--- src/rtl/seq_pkg.sv ---
// -----------------------------------------------------------------------------
// seq_pkg
// Shared definitions for the sequence playback slice:
//   - seq_state_t : playback FSM state encoding
//   - SEQ_ADDR_W / SEQ_DATA_W / SEQ_DEPTH : sequence RAM geometry
//   - SEQ_ON_CYCLES_DEF / SEQ_GAP_CYCLES_DEF : default display timing
//   - seq_max3() : helper used to size the dwell timer
// -----------------------------------------------------------------------------
package seq_pkg;

    typedef enum logic [2:0] {
        S_IDLE  = 3'd0,
        S_FETCH = 3'd1,
        S_SHOW  = 3'd2,
        S_GAP   = 3'd3,
        S_DONE  = 3'd4
    } seq_state_t;

    localparam int SEQ_ADDR_W = 5;
    localparam int SEQ_DATA_W = 4;
    localparam int SEQ_DEPTH  = 32;

    localparam int SEQ_ON_CYCLES_DEF  = 25000000;
    localparam int SEQ_GAP_CYCLES_DEF = 12500000;

    function automatic int seq_max3(input int a, input int b, input int c);
        int m;
        m = (a > b) ? a : b;
        return (m > c) ? m : c;
    endfunction

endpackage

--- src/rtl/seq_timer.sv ---
// -----------------------------------------------------------------------------
// seq_timer
// Loadable down-counter used for every dwell period of the playback FSM.
// Loading value N-1 gives a dwell of N cycles: 'zero' is seen in the N-th
// cycle after the load edge. The counter parks at zero when not reloaded.
//
// Ports:
//   clk      in   clock, rising edge
//   rst      in   synchronous reset, active-low (clears the count)
//   load     in   load load_val at the next edge
//   load_val in   W-bit reload value
//   zero     out  count is zero
// -----------------------------------------------------------------------------
module seq_timer #(
    parameter int W = 8
) (
    input  logic         clk,
    input  logic         rst,
    input  logic         load,
    input  logic [W-1:0] load_val,
    output logic         zero
);

    logic [W-1:0] count;

    always_ff @(posedge clk) begin
        if (!rst) begin
            count <= '0;
        end else if (load) begin
            count <= load_val;
        end else if (count != '0) begin
            count <= count - 1'b1;
        end
    end

    assign zero = (count == '0);

endmodule

--- src/rtl/seq_player.sv ---
// -----------------------------------------------------------------------------
// seq_player
// Plays back the first 'level' symbols of the sequence RAM in address order.
// Each step fetches one symbol (RD_LAT+1 cycles), shows it for ON_CYCLES with
// show_valid high, then optionally blanks for GAP_CYCLES. 'finish' pulses
// once after the last step.
//
// Configuration macro:
//   SEQ_PLAYER_GAP_EN  defined   -> GAP state present (blank after each symbol)
//                      undefined -> SHOW goes straight to the next FETCH/DONE
//
// Ports:
//   clk        in   clock, rising edge
//   rst        in   synchronous reset, active-low
//   start      in   begin playback (sampled in IDLE only)
//   level      in   number of symbols 0..32 (clamped), sampled with start
//   ram_addr   out  RAM read address
//   ram_q      in   RAM read data, valid RD_LAT cycles after ram_addr
//   show_valid out  symbol on show_data is to be displayed
//   show_data  out  current symbol (held between captures)
//   busy       out  high in every state except IDLE
//   finish     out  one-cycle pulse at end of playback
// -----------------------------------------------------------------------------
module seq_player
    import seq_pkg::*;
#(
    parameter int ADDR_W     = SEQ_ADDR_W,
    parameter int DATA_W     = SEQ_DATA_W,
    parameter int RD_LAT     = 2,
    parameter int ON_CYCLES  = SEQ_ON_CYCLES_DEF,
    parameter int GAP_CYCLES = SEQ_GAP_CYCLES_DEF
) (
    input  logic              clk,
    input  logic              rst,
    input  logic              start,
    input  logic [ADDR_W:0]   level,
    output logic [ADDR_W-1:0] ram_addr,
    input  logic [DATA_W-1:0] ram_q,
    output logic              show_valid,
    output logic [DATA_W-1:0] show_data,
    output logic              busy,
    output logic              finish
);

    localparam int TMR_W = $clog2(seq_max3(ON_CYCLES, GAP_CYCLES, RD_LAT + 1) + 1);
    localparam logic [ADDR_W:0] MAX_LEN = (ADDR_W + 1)'(2 ** ADDR_W);

    seq_state_t         state;
    logic [ADDR_W:0]    len;
    logic               tmr_load;
    logic [TMR_W-1:0]   tmr_val;
    logic               tmr_zero;
    logic               last_step;
    logic [ADDR_W:0]    start_len;

    function automatic logic [ADDR_W:0] clamp_len(input logic [ADDR_W:0] lvl);
        return (lvl > MAX_LEN) ? MAX_LEN : lvl;
    endfunction

    assign start_len = clamp_len(level);
    // len is never zero outside IDLE/DONE, so len-1 cannot underflow here.
    assign last_step = ({1'b0, ram_addr} == (len - 1'b1));

    seq_timer #(
        .W (TMR_W)
    ) u_timer (
        .clk      (clk),
        .rst      (rst),
        .load     (tmr_load),
        .load_val (tmr_val),
        .zero     (tmr_zero)
    );

    // The timer is reloaded on the same edge that enters the next dwell
    // state, so each load value is (dwell length - 1).
    always_comb begin
        tmr_load = 1'b0;
        tmr_val  = '0;
        case (state)
            S_IDLE: begin
                tmr_load = start;
                tmr_val  = TMR_W'(RD_LAT);
            end
            S_FETCH: begin
                tmr_load = tmr_zero;
                tmr_val  = TMR_W'(ON_CYCLES - 1);
            end
            S_SHOW: begin
                tmr_load = tmr_zero;
`ifdef SEQ_PLAYER_GAP_EN
                tmr_val  = TMR_W'(GAP_CYCLES - 1);
`else
                tmr_val  = TMR_W'(RD_LAT);
`endif
            end
`ifdef SEQ_PLAYER_GAP_EN
            S_GAP: begin
                tmr_load = tmr_zero;
                tmr_val  = TMR_W'(RD_LAT);
            end
`endif
            default: begin
                tmr_load = 1'b0;
                tmr_val  = '0;
            end
        endcase
    end

    always_ff @(posedge clk) begin
        if (!rst) begin
            state      <= S_IDLE;
            len        <= '0;
            ram_addr   <= '0;
            show_data  <= '0;
            show_valid <= 1'b0;
            busy       <= 1'b0;
            finish     <= 1'b0;
        end else begin
            finish <= 1'b0;
            case (state)
                S_IDLE: begin
                    if (start) begin
                        len      <= start_len;
                        ram_addr <= '0;
                        busy     <= 1'b1;
                        if (start_len == '0) begin
                            state  <= S_DONE;
                            finish <= 1'b1;
                        end else begin
                            state <= S_FETCH;
                        end
                    end
                end
                S_FETCH: begin
                    if (tmr_zero) begin
                        show_data  <= ram_q;
                        show_valid <= 1'b1;
                        state      <= S_SHOW;
                    end
                end
                S_SHOW: begin
                    if (tmr_zero) begin
                        show_valid <= 1'b0;
`ifdef SEQ_PLAYER_GAP_EN
                        state <= S_GAP;
`else
                        if (last_step) begin
                            state  <= S_DONE;
                            finish <= 1'b1;
                        end else begin
                            ram_addr <= ram_addr + 1'b1;
                            state    <= S_FETCH;
                        end
`endif
                    end
                end
`ifdef SEQ_PLAYER_GAP_EN
                S_GAP: begin
                    if (tmr_zero) begin
                        if (last_step) begin
                            state  <= S_DONE;
                            finish <= 1'b1;
                        end else begin
                            ram_addr <= ram_addr + 1'b1;
                            state    <= S_FETCH;
                        end
                    end
                end
`endif
                S_DONE: begin
                    ram_addr <= '0;
                    busy     <= 1'b0;
                    state    <= S_IDLE;
                end
                default: begin
                    state <= S_IDLE;
                    busy  <= 1'b0;
                end
            endcase
        end
    end

endmodule

--- config.mk ---
export PLATFORM = sky130hd
export DESIGN_NAME = seq_player
export DESIGN_NICKNAME = d
export VERILOG_FILES = /design/src/rtl/seq_pkg.sv /design/src/rtl/seq_timer.sv /design/src/rtl/seq_player.sv
export SDC_FILE = /design/constraint.sdc
export NUM_CORES = 1
export LEC_CHECK = 0
export ABC_AREA = 1
export BUFFER_PORTS_ARGS = -buffer_cell sky130_fd_sc_hd__buf_2
export CAP_MARGIN = 10
export CORE_ASPECT_RATIO = 0.9
export CORE_MARGIN = 1.5
export CORE_UTILIZATION = 60
export CTS_CLUSTER_SIZE = 20
export DETAILED_ROUTE_END_ITERATION = 8
export PLACE_DENSITY = 0.76
export REMOVE_ABC_BUFFERS = 1
export SYNTH_ARGS = -nofsm -noshare
export SYNTH_HDL_FRONTEND = slang
export SYNTH_SLANG_ARGS = --single-unit
--- constraint.sdc ---
create_clock -name clk -period 2.75 [get_ports clk]
set_input_delay 0.55 -clock clk [delete_from_list [all_inputs] [get_ports clk]]
set_output_delay 0.55 -clock clk [all_outputs]
set_load 0.05 [all_outputs]
==> results list, run 1 <==
* Fraction of post-synthesis cell area in the top cell type by area: ~34%
* Tcrit/Tclk final: 72.2%
* Source-to-sink clock delay at the later pin of the worst-skew pair: 0.30 ns
* Post-synth EDFFs: 0
* Switching portion of total power: about 48%
* Die area: 4950 um^2
- After detailed routing, the number of remaining DRC violations is 0.
- In this run the core area contains 23 standard-cell rows.
* Count of buffers added by post-CTS timing repair for setup: 0
- Clock Tree Root: sky130_fd_sc_hd__clkbuf_8
- Gates resized during post-CTS repair numbered 0.
- Top FF cell, synth: sky130_fd_sc_hd__dfxtp_1
* Cell type with the highest occurrence count on the critical path: sky130_fd_sc_hd__nand2_1
* Crit-path slowest cell: sky130_fd_sc_hd__nor3_1
* Category of the worst setup path capture point: register
* Port buffer count: 24
- Overall die width: 74.0 um
- In the final layout, the multi-input gates occupy 1580 um^2.
- Chip Height: 66.9 um
* NumNets Final: 434
- The number of antenna violations at the first check in global routing came to 0.
- The H-tree was split into 2 levels.
* Kind of start point of the critical path: register
* Achievable frequency: just over 500 MHz
- After floorplanning, the core was sized to cover around 4400 um^2.
- Hold WC Path Type: register to register
- Worst Path Class, Setup: register to register
- Clk buf depth: 2
- The number of max-slew violations in the final report came to 0.
- Sequential share of power: a little over a quarter
- In this run the power density over the cells is 1180 nW/um^2.
- Wire length of the first global-routing pass: 10200 um
* Total chip power: 3.57 mW
- The signal on the critical path passes through inv_1 > ha_1 > nand2_1 > nor3_1 > nand2_1 > xnor2_1 > nand2_1 > a21oi_2.
- For the finished layout, the period the worst path requires is 1.99 ns.
- The flow ran to the end, and the final reports show no timing, DRC or antenna violations.
- Filler instances: between 300 and 400
* Switching power summed over all nets: 1.70 mW
- Max Cap Violations: 0
- Critical-path maximum fanout: 5
* Post-cts hold buffer count: 0
- Count of antenna diodes in the layout: 0
- Number of ports placed on the die boundary: 25
- Average cell area after synthesis: 6.95 um^2
- Most frequent cells in the layout: sky130_fd_sc_hd__nand2_1, sky130_fd_sc_hd__nor2_1, sky130_fd_sc_hd__dfxtp_1
* Portion of the post-synthesis area used by sequential elements: 33.8%
* Largest net degree at the start of global routing: 22
- TritonCTS built the clock tree.
- Max rail drop VDD: around 0.74 mV
- Setup violations remaining at the end of the flow were counted as 0.
* Register cell area after layout: around 920 um^2
- Worst clock skew: 0.00340 ns
* Post-synthesis cell count: 392
- Share of flip-flops with an asynchronous set or reset after synthesis: 0%
* Total gr overflow: 0
- Post-synthesis to final-layout area growth: 11.1%
- Routed wire length per instance: 12.7 um
- The worst pin sits at a relative slew slack of 51.1%.
- Number of clock buffers inserted by TritonCTS: 5
* Clock Pin Slew Worst Setup and Hold Paths: 0.08 ns
- Initial DRT Pass Iterations: 5
- In the global route stage, overall resource usage came out at 26.8%.
- Clock Power Share: 17.3%
* Final weighted congestion in routability-driven placement: 0.854
* Effective utilization at floorplan: between 60% and 70%
- In this run the remaining antenna-violating nets after routing total 0.
- Synthesis inferred 46 register bits.
- For this block, the routed nets add up to approximately 6000 um of wire.
- Data arrives at the worst endpoint at 2.22 ns.
- Cells with a size suffix above 1 make up 18.4% of the layout.
- In the post-synthesis netlist, the biggest area contributors are sky130_fd_sc_hd__dfxtp_1, sky130_fd_sc_hd__nand2_1, sky130_fd_sc_hd__nor2_1.
- Hold Vio Cnt, Final: 0
* Synthesis warning total: 0
- The library cell used most frequently in the layout, excluding fill and tap cells, is sky130_fd_sc_hd__nand2_1.
* CP peak stage delay: 0.56 ns
- At the pin with the least slew margin, the transition time is 0.732 ns.
- Combinational logic is responsible for 55.7% of the overall power.
- Placed wire-length estimate after detailed placement: 4420 um
- At the worst endpoint, the required time is approximately 3 ns.
- Number of global-route vias before repair: about 2.2k
- Clock tree synthesis found a total of 46 sinks.
- The first routing iteration left 185 violations.
* Vias per cell: between 5 and 6
- Cell area after technology mapping: 2720 um^2
- P_int: 1.87 mW
- Leakage power summed over all cells: 1.36 nW
- Unrepaired setup endpoints after global routing: false
- The synthesized netlist contains 36 unique library cells.
- Summing over every cut layer, the via total after detailed routing is 2564.
* Setup TNS after final layout: 0 ns
- The largest total area in the synthesized netlist belongs to sky130_fd_sc_hd__dfxtp_1.
[worst max-delay path, delay by kind of cell, from the launching register on]
| family | cells | cell delay [ns] |
|---|---|---|
| AOI/OAI and AO/OA | 1 | 0.12 |
| xor gates and xnor gates | 1 | 0.18 |
| adders and majority gates | 1 | 0.22 |
| buffers and inverters | 1 | 0.12 |
| DFF | 1 | 0.32 |
| and+or+nand+nor | 4 | 0.96 |
[cell type report]
cell class | instances | share of cell area, %
clock inverter | 2 | 1.99
inverter | 45 | 5.75
multi-input combinational | 294 | 52.3
clock buffer | 6 | 2.73
timing repair buffer | 25 | 4.22
tap | 62 | 2.56
sequential | 46 | 30.4
[path summary, 6_finish.rpt]
kind | slack, ns | to | depth (start not counted) | start
min | 0.48 | show_data[1] | 2 | show_data[1]
min reg2reg | 0.48 | show_data[1] | 2 | show_data[1]
max | 0.76 | u_timer.count[20] | 8 | u_timer.count[0]
max reg2reg | 0.76 | u_timer.count[20] | 8 | u_timer.count[0]
[flip-flops by register name, indices dropped and copies added, names as in the netlist]
name and count:
len 6, show_valid 1, busy 1, u_timer.count 25, state 3, show_data 4
finish 1, ram_addr 5
[per-stage QoR]
stage / utilization, % / hold WS (ns) / area, um^2 / std cells / setup slack (ns)
3_3_place_gp: 65.5 / 0.459 / 2880 / 472 / 0.857
6_report: 68.7 / 0.480 / 3030 / 480 / 0.764
2_1_floorplan: - / 0.458 / 2680 / 385 / 1.01
4_1_cts: 68.7 / 0.486 / 3030 / 480 / 0.803
5_1_grt: 68.7 / 0.512 / 3030 / 480 / 0.561
3_5_place_dp: 65.5 / 0.466 / 2880 / 472 / 0.844
[synth_stat cells, types with 5 or more instances]
cell                       n
sky130_fd_sc_hd__nand3_1  30
sky130_fd_sc_hd__o21ai_0  11
sky130_fd_sc_hd__xor2_1    8
sky130_fd_sc_hd__nor2_1   58
sky130_fd_sc_hd__xnor2_1   6
sky130_fd_sc_hd__a21oi_1  17
sky130_fd_sc_hd__nor2_2   10
sky130_fd_sc_hd__dfxtp_1  46
sky130_fd_sc_hd__nor3_1    9
sky130_fd_sc_hd__nand2_2   5
sky130_fd_sc_hd__a22oi_1   5
sky130_fd_sc_hd__nand2_1  81
sky130_fd_sc_hd__a21oi_2  11
sky130_fd_sc_hd__nor2_4    5
sky130_fd_sc_hd__inv_1    42
sky130_fd_sc_hd__nand4_1  13
[power groups by stage]
stage          Clock, mW  Combinational (mW)  Sequential [mW]
3_5_place_dp           0                1.96            0.974
4_1_cts            0.626                1.98            0.960
2_1_floorplan          0                1.52             1.03
5_1_grt            0.654                2.23            0.985
3_3_place_gp           0                1.91            0.972
6_report           0.619                1.99            0.964
[routing by layer]
layer  track usage (%)  vias up  share of wire (%)
met5                 0        -                  0
met4              5.09        0               0.77
met3              4.99        5                4.8
met2              41.3       66                 43
met1              38.8     1171                 51
li1                  -     1322                  -
[cell families (layout without fill, tap and decap cells)]
logic type | Yosys count | after routing | synth area share, %
AO/OA/AOI/OAI | 51 | 51 | 12.0
XOR/XNOR | 14 | 14 | 4.50
adder cells (fa/ha/maj) | 4 | 4 | 1.84
buffers and inverters | 52 | 78 | 8.04
flip-flops | 46 | 46 | 33.8
AND/OR/NAND/NOR | 225 | 225 | 39.8
No activity file was read; power rests on OpenSTA's default activity.
==> run 2: changes to the inputs <==
--- a/config.mk
+++ b/config.mk
@@ -10,10 +10,10 @@
 export CAP_MARGIN = 10
 export CORE_ASPECT_RATIO = 0.9
 export CORE_MARGIN = 1.5
-export CORE_UTILIZATION = 60
+export CORE_UTILIZATION = 59
 export CTS_CLUSTER_SIZE = 20
 export DETAILED_ROUTE_END_ITERATION = 8
-export PLACE_DENSITY = 0.76
+export PLACE_DENSITY = 0.75
 export REMOVE_ABC_BUFFERS = 1
 export SYNTH_ARGS = -nofsm -noshare
 export SYNTH_HDL_FRONTEND = slang
==> constraint.sdc (replaced) <==
create_clock -name clk -period 1.85 [get_ports clk]
set_input_delay 0.37 -clock clk [delete_from_list [all_inputs] [get_ports clk]]
set_output_delay 0.37 -clock clk [all_outputs]
set_load 0.05 [all_outputs]
==> run 2 against run 1 <==
- first-iteration DRC count down 7.0%
- global-route usage grew 0.26 points
- worst hold slack got worse by 0.17 ns
- final cell count up 5.4%
- sequential cell count stayed put
- non-clock buffer count is 25 higher
- critical path depth grew 6
- utilization up 6.0 points
- clock skew is 0.0033 ns higher
- largest power group unchanged
==> results list, run 2 (same netlist as run 1, synthesis figures left out) <==
- Hold Vio Cnt, Final: 0
- Routed wire length per instance: 13.5 um
- Number of ports placed on the die boundary: 25
* Leading cell type in the layout, fill and taps excluded: sky130_fd_sc_hd__nand2_1
* Overall via count from detail_route: approximately 2.7k
- Total gr overflow: 0
- The largest registers in the layout are u_timer.count: 25 flops, len: 6 flops, ram_addr: 5 flops.
* All-Layer GR Usage: 27.1%
- The path class of the tightest hold or removal check is input pin to register.
* Post-cts hold buffer count: 0
- Switching power summed over all nets: 2.80 mW
* Initial detailed-routing violation count: 172
* Min setup slack post-route: ~0.076 ns
- With fillers left out, the area of the finished cells amounts to 3310 um^2.
- Once placement completed, the tool counted placed cells totaling 491.
- After detailed routing, the wire length on met1 is 3350 um.
* Post-route antenna net violation count: 0
- The root buffer cell chosen for the clock tree is sky130_fd_sc_hd__clkbuf_8.
- For this configuration, the core starts out at a cell density of 61.4%.
- Setup violations remaining at the end of the flow were counted as 0.
- Tightest Pin Transition: between 0.4 and 0.5 ns
* Max Cap Violations: 0
* Setup TNS after final layout: 0 ns
- Combinational logic burns between 60 and 70% of the power.
- Sink Count: 46
* Port buffer count: 24
- Switching portion of total power: between 40% and 50%
- Time the worst path needs with I/O delays and setup: roughly 1.8 ns
- The number of max-slew violations in the final report was 0.
- Post-place setup slack: about 0.034 ns
- No sink is reached through more buffers than the 2 on the longest clock path.
- Relative slew slack: 70.5%
- Largest net degree at the start of global routing: 16
* Result of the run: finished clean
* Worst clock skew: 0.00665 ns
- In this run the horizontal extent of the chip is 74.6 um.
- For this run, the share of the core covered by cells in the final layout is 74.7%.
* Critical-path maximum fanout: 7
- Initial DRT Pass Iterations: 5
- Required arrival time at the worst endpoint: 2.05 ns
- Met2 wire length: 2980 um
* Cell family contributing the most delay on the critical path: simple AND/OR/NAND/NOR gates
* Crit-path slowest cell: sky130_fd_sc_hd__dfxtp_1
* Filler instances: 358
- H-tree depth: 2
- Max rail drop VDD: 1.16 mV
- STA classifies the critical path endpoint as a register.
- In the layout the commonest cells are sky130_fd_sc_hd__nand2_1, sky130_fd_sc_hd__nor2_1, sky130_fd_sc_hd__dfxtp_1.
- CTS tree: yes
- The detailed router used layers up to and including met4.
* Tcrit/Tclk final: a little over nine tenths
- By startpoint and endpoint, the worst setup path is classified as register to register.
- After the flow finishes, the layout carries non-filler instances totaling 506.
- PwrDens: 1740 nW/um^2
- The critical path goes through inv_2 > ha_4 > inv_2 > nor2_4 > nand2_2 > nor2_4 > nand3_4 > nor2_4 > nor2_4 > nand2_4 > buf_12 > nand2_4 > inv_4 > a21oi_2.
- Die area: 5030 um^2
* Cell type with the highest occurrence count on the critical path: sky130_fd_sc_hd__nor2_4
- Summing all placed instances gives a cell area of 3030 um^2.
* Clock Pin Slew Worst Setup and Hold Paths: 0.09 ns
- Chip Height: slightly below 70 um
- Per report_power, the clock group accounts for 13.0% of the total.
- CP peak stage delay: 0.32 ns
- For this design the static power due to leakage is ~1.5 nW.
* Number of standard-cell rows in the floorplan: 23
- The share of total power dissipated in sequential elements is around a quarter.
* Final weighted congestion in routability-driven placement: just under 0.9
- The number of antenna violations at the first check in global routing is 0.
* Core Footprint: 4430 um^2
- The number of antenna diodes in the final layout is 0.
* DRC viols: 0
* Achievable frequency: 564 MHz
- Ranked by flip-flop count, first place goes to u_timer.count.
- The first global-routing pass estimated 10300 um of wire.
- The critical path contains buffers and inverters numbering 4 combined.
- The internal power of the cells totals a little under 3 mW.
- After detailed routing, the number of vias per cell comes to 5.38.
- Placed wire-length estimate after detailed placement: 4890 um
- Kind of start point of the critical path: register
* Largest register FFs: 25
- Ratio of cells with drive above 1 in the final layout: between 20 and 30%
- For this block, the routed nets add up to a little under 7000 um of wire.
* Number of clock buffers inserted by TritonCTS: 5
* Source-to-sink clock delay at the later pin of the worst-skew pair: 0.31 ns
- Total met3 wirelength after detailed routing: between 400 and 500 um
* NumNets Final: 460
- From synthesis to final layout, the design area changed by 21.6%.
- Data on the critical path arrives at its endpoint at 1.97 ns.
* Number of global-route vias before repair: ~2.3k
==> run 2: changes by cell type in the layout (fill, tap and decap cells not counted), sizes merged <==
cell / change
bufinv: -1
nand2: +1
buf: +25
clkinvlp: +1
==> run 2: final cells by class <==
| cell class | count | area, um^2 | area share, % |
|---|---|---|---|
| inverter | 45 | 179 | 5.40 |
| multi-input combinational | 295 | 1680 | 50.8 |
| clock buffer | 6 | 72.6 | 2.19 |
| timing repair buffer | 50 | 339 | 10.2 |
| clock inverter | 2 | 37.5 | 1.13 |
| sequential | 46 | 923 | 27.9 |
| tap | 62 | 77.6 | 2.34 |
==> run 2: path summary, 6_finish.rpt <==
path / startpoint / to / slack, ns / cells after the start
max: u_timer.count[1] / u_timer.count[14] / 0.08 / 14
min: ram_q[3] / show_data[3] / 0.31 / 3
max reg2reg: u_timer.count[1] / u_timer.count[14] / 0.08 / 14
min reg2reg: show_data[2] / show_data[2] / 0.50 / 2
==> run 2: routing by layer <==
metal	vias to the layer above	GRT usage [%]
met5	-	0
met4	0	6.14
met3	13	5.37
met2	84	40.4
met1	1241	40.1
li1	1385	-
==> run 2: repair_timing <==
item | in CTS | in global routing
endpoints found under the setup margin | 0 | 30
resized for setup | 0 | 36
buffers inserted | 0 | 6
hold endpoints to repair | 0 | 0
==> run 2: tightest hold or removal path: stages <==
cell                      delay, ns
sky130_fd_sc_hd__buf_2         0.07
sky130_fd_sc_hd__o21ai_0       0.07
sky130_fd_sc_hd__nor2_1        0.07
==> run 2: power by group through the flow <==
stage / Combinational [mW] / Sequential (mW) / Clock (mW)
6_report: 3.57 / 1.45 / 0.753
2_1_floorplan: 2.26 / 1.53 / 0
4_1_cts: 3.16 / 1.43 / 0.758
3_5_place_dp: 3.14 / 1.45 / 0
5_1_grt: 3.92 / 1.47 / 0.801
3_3_place_gp: 3.10 / 1.45 / 0
==> run 2: per-stage QoR <==
step	hold slack [ns]	total power, mW
6_report	0.307	5.77
5_1_grt	0.310	6.19
4_1_cts	0.311	5.35
3_5_place_dp	0.480	4.59
3_3_place_gp	0.458	4.55
2_1_floorplan	0.458	3.79
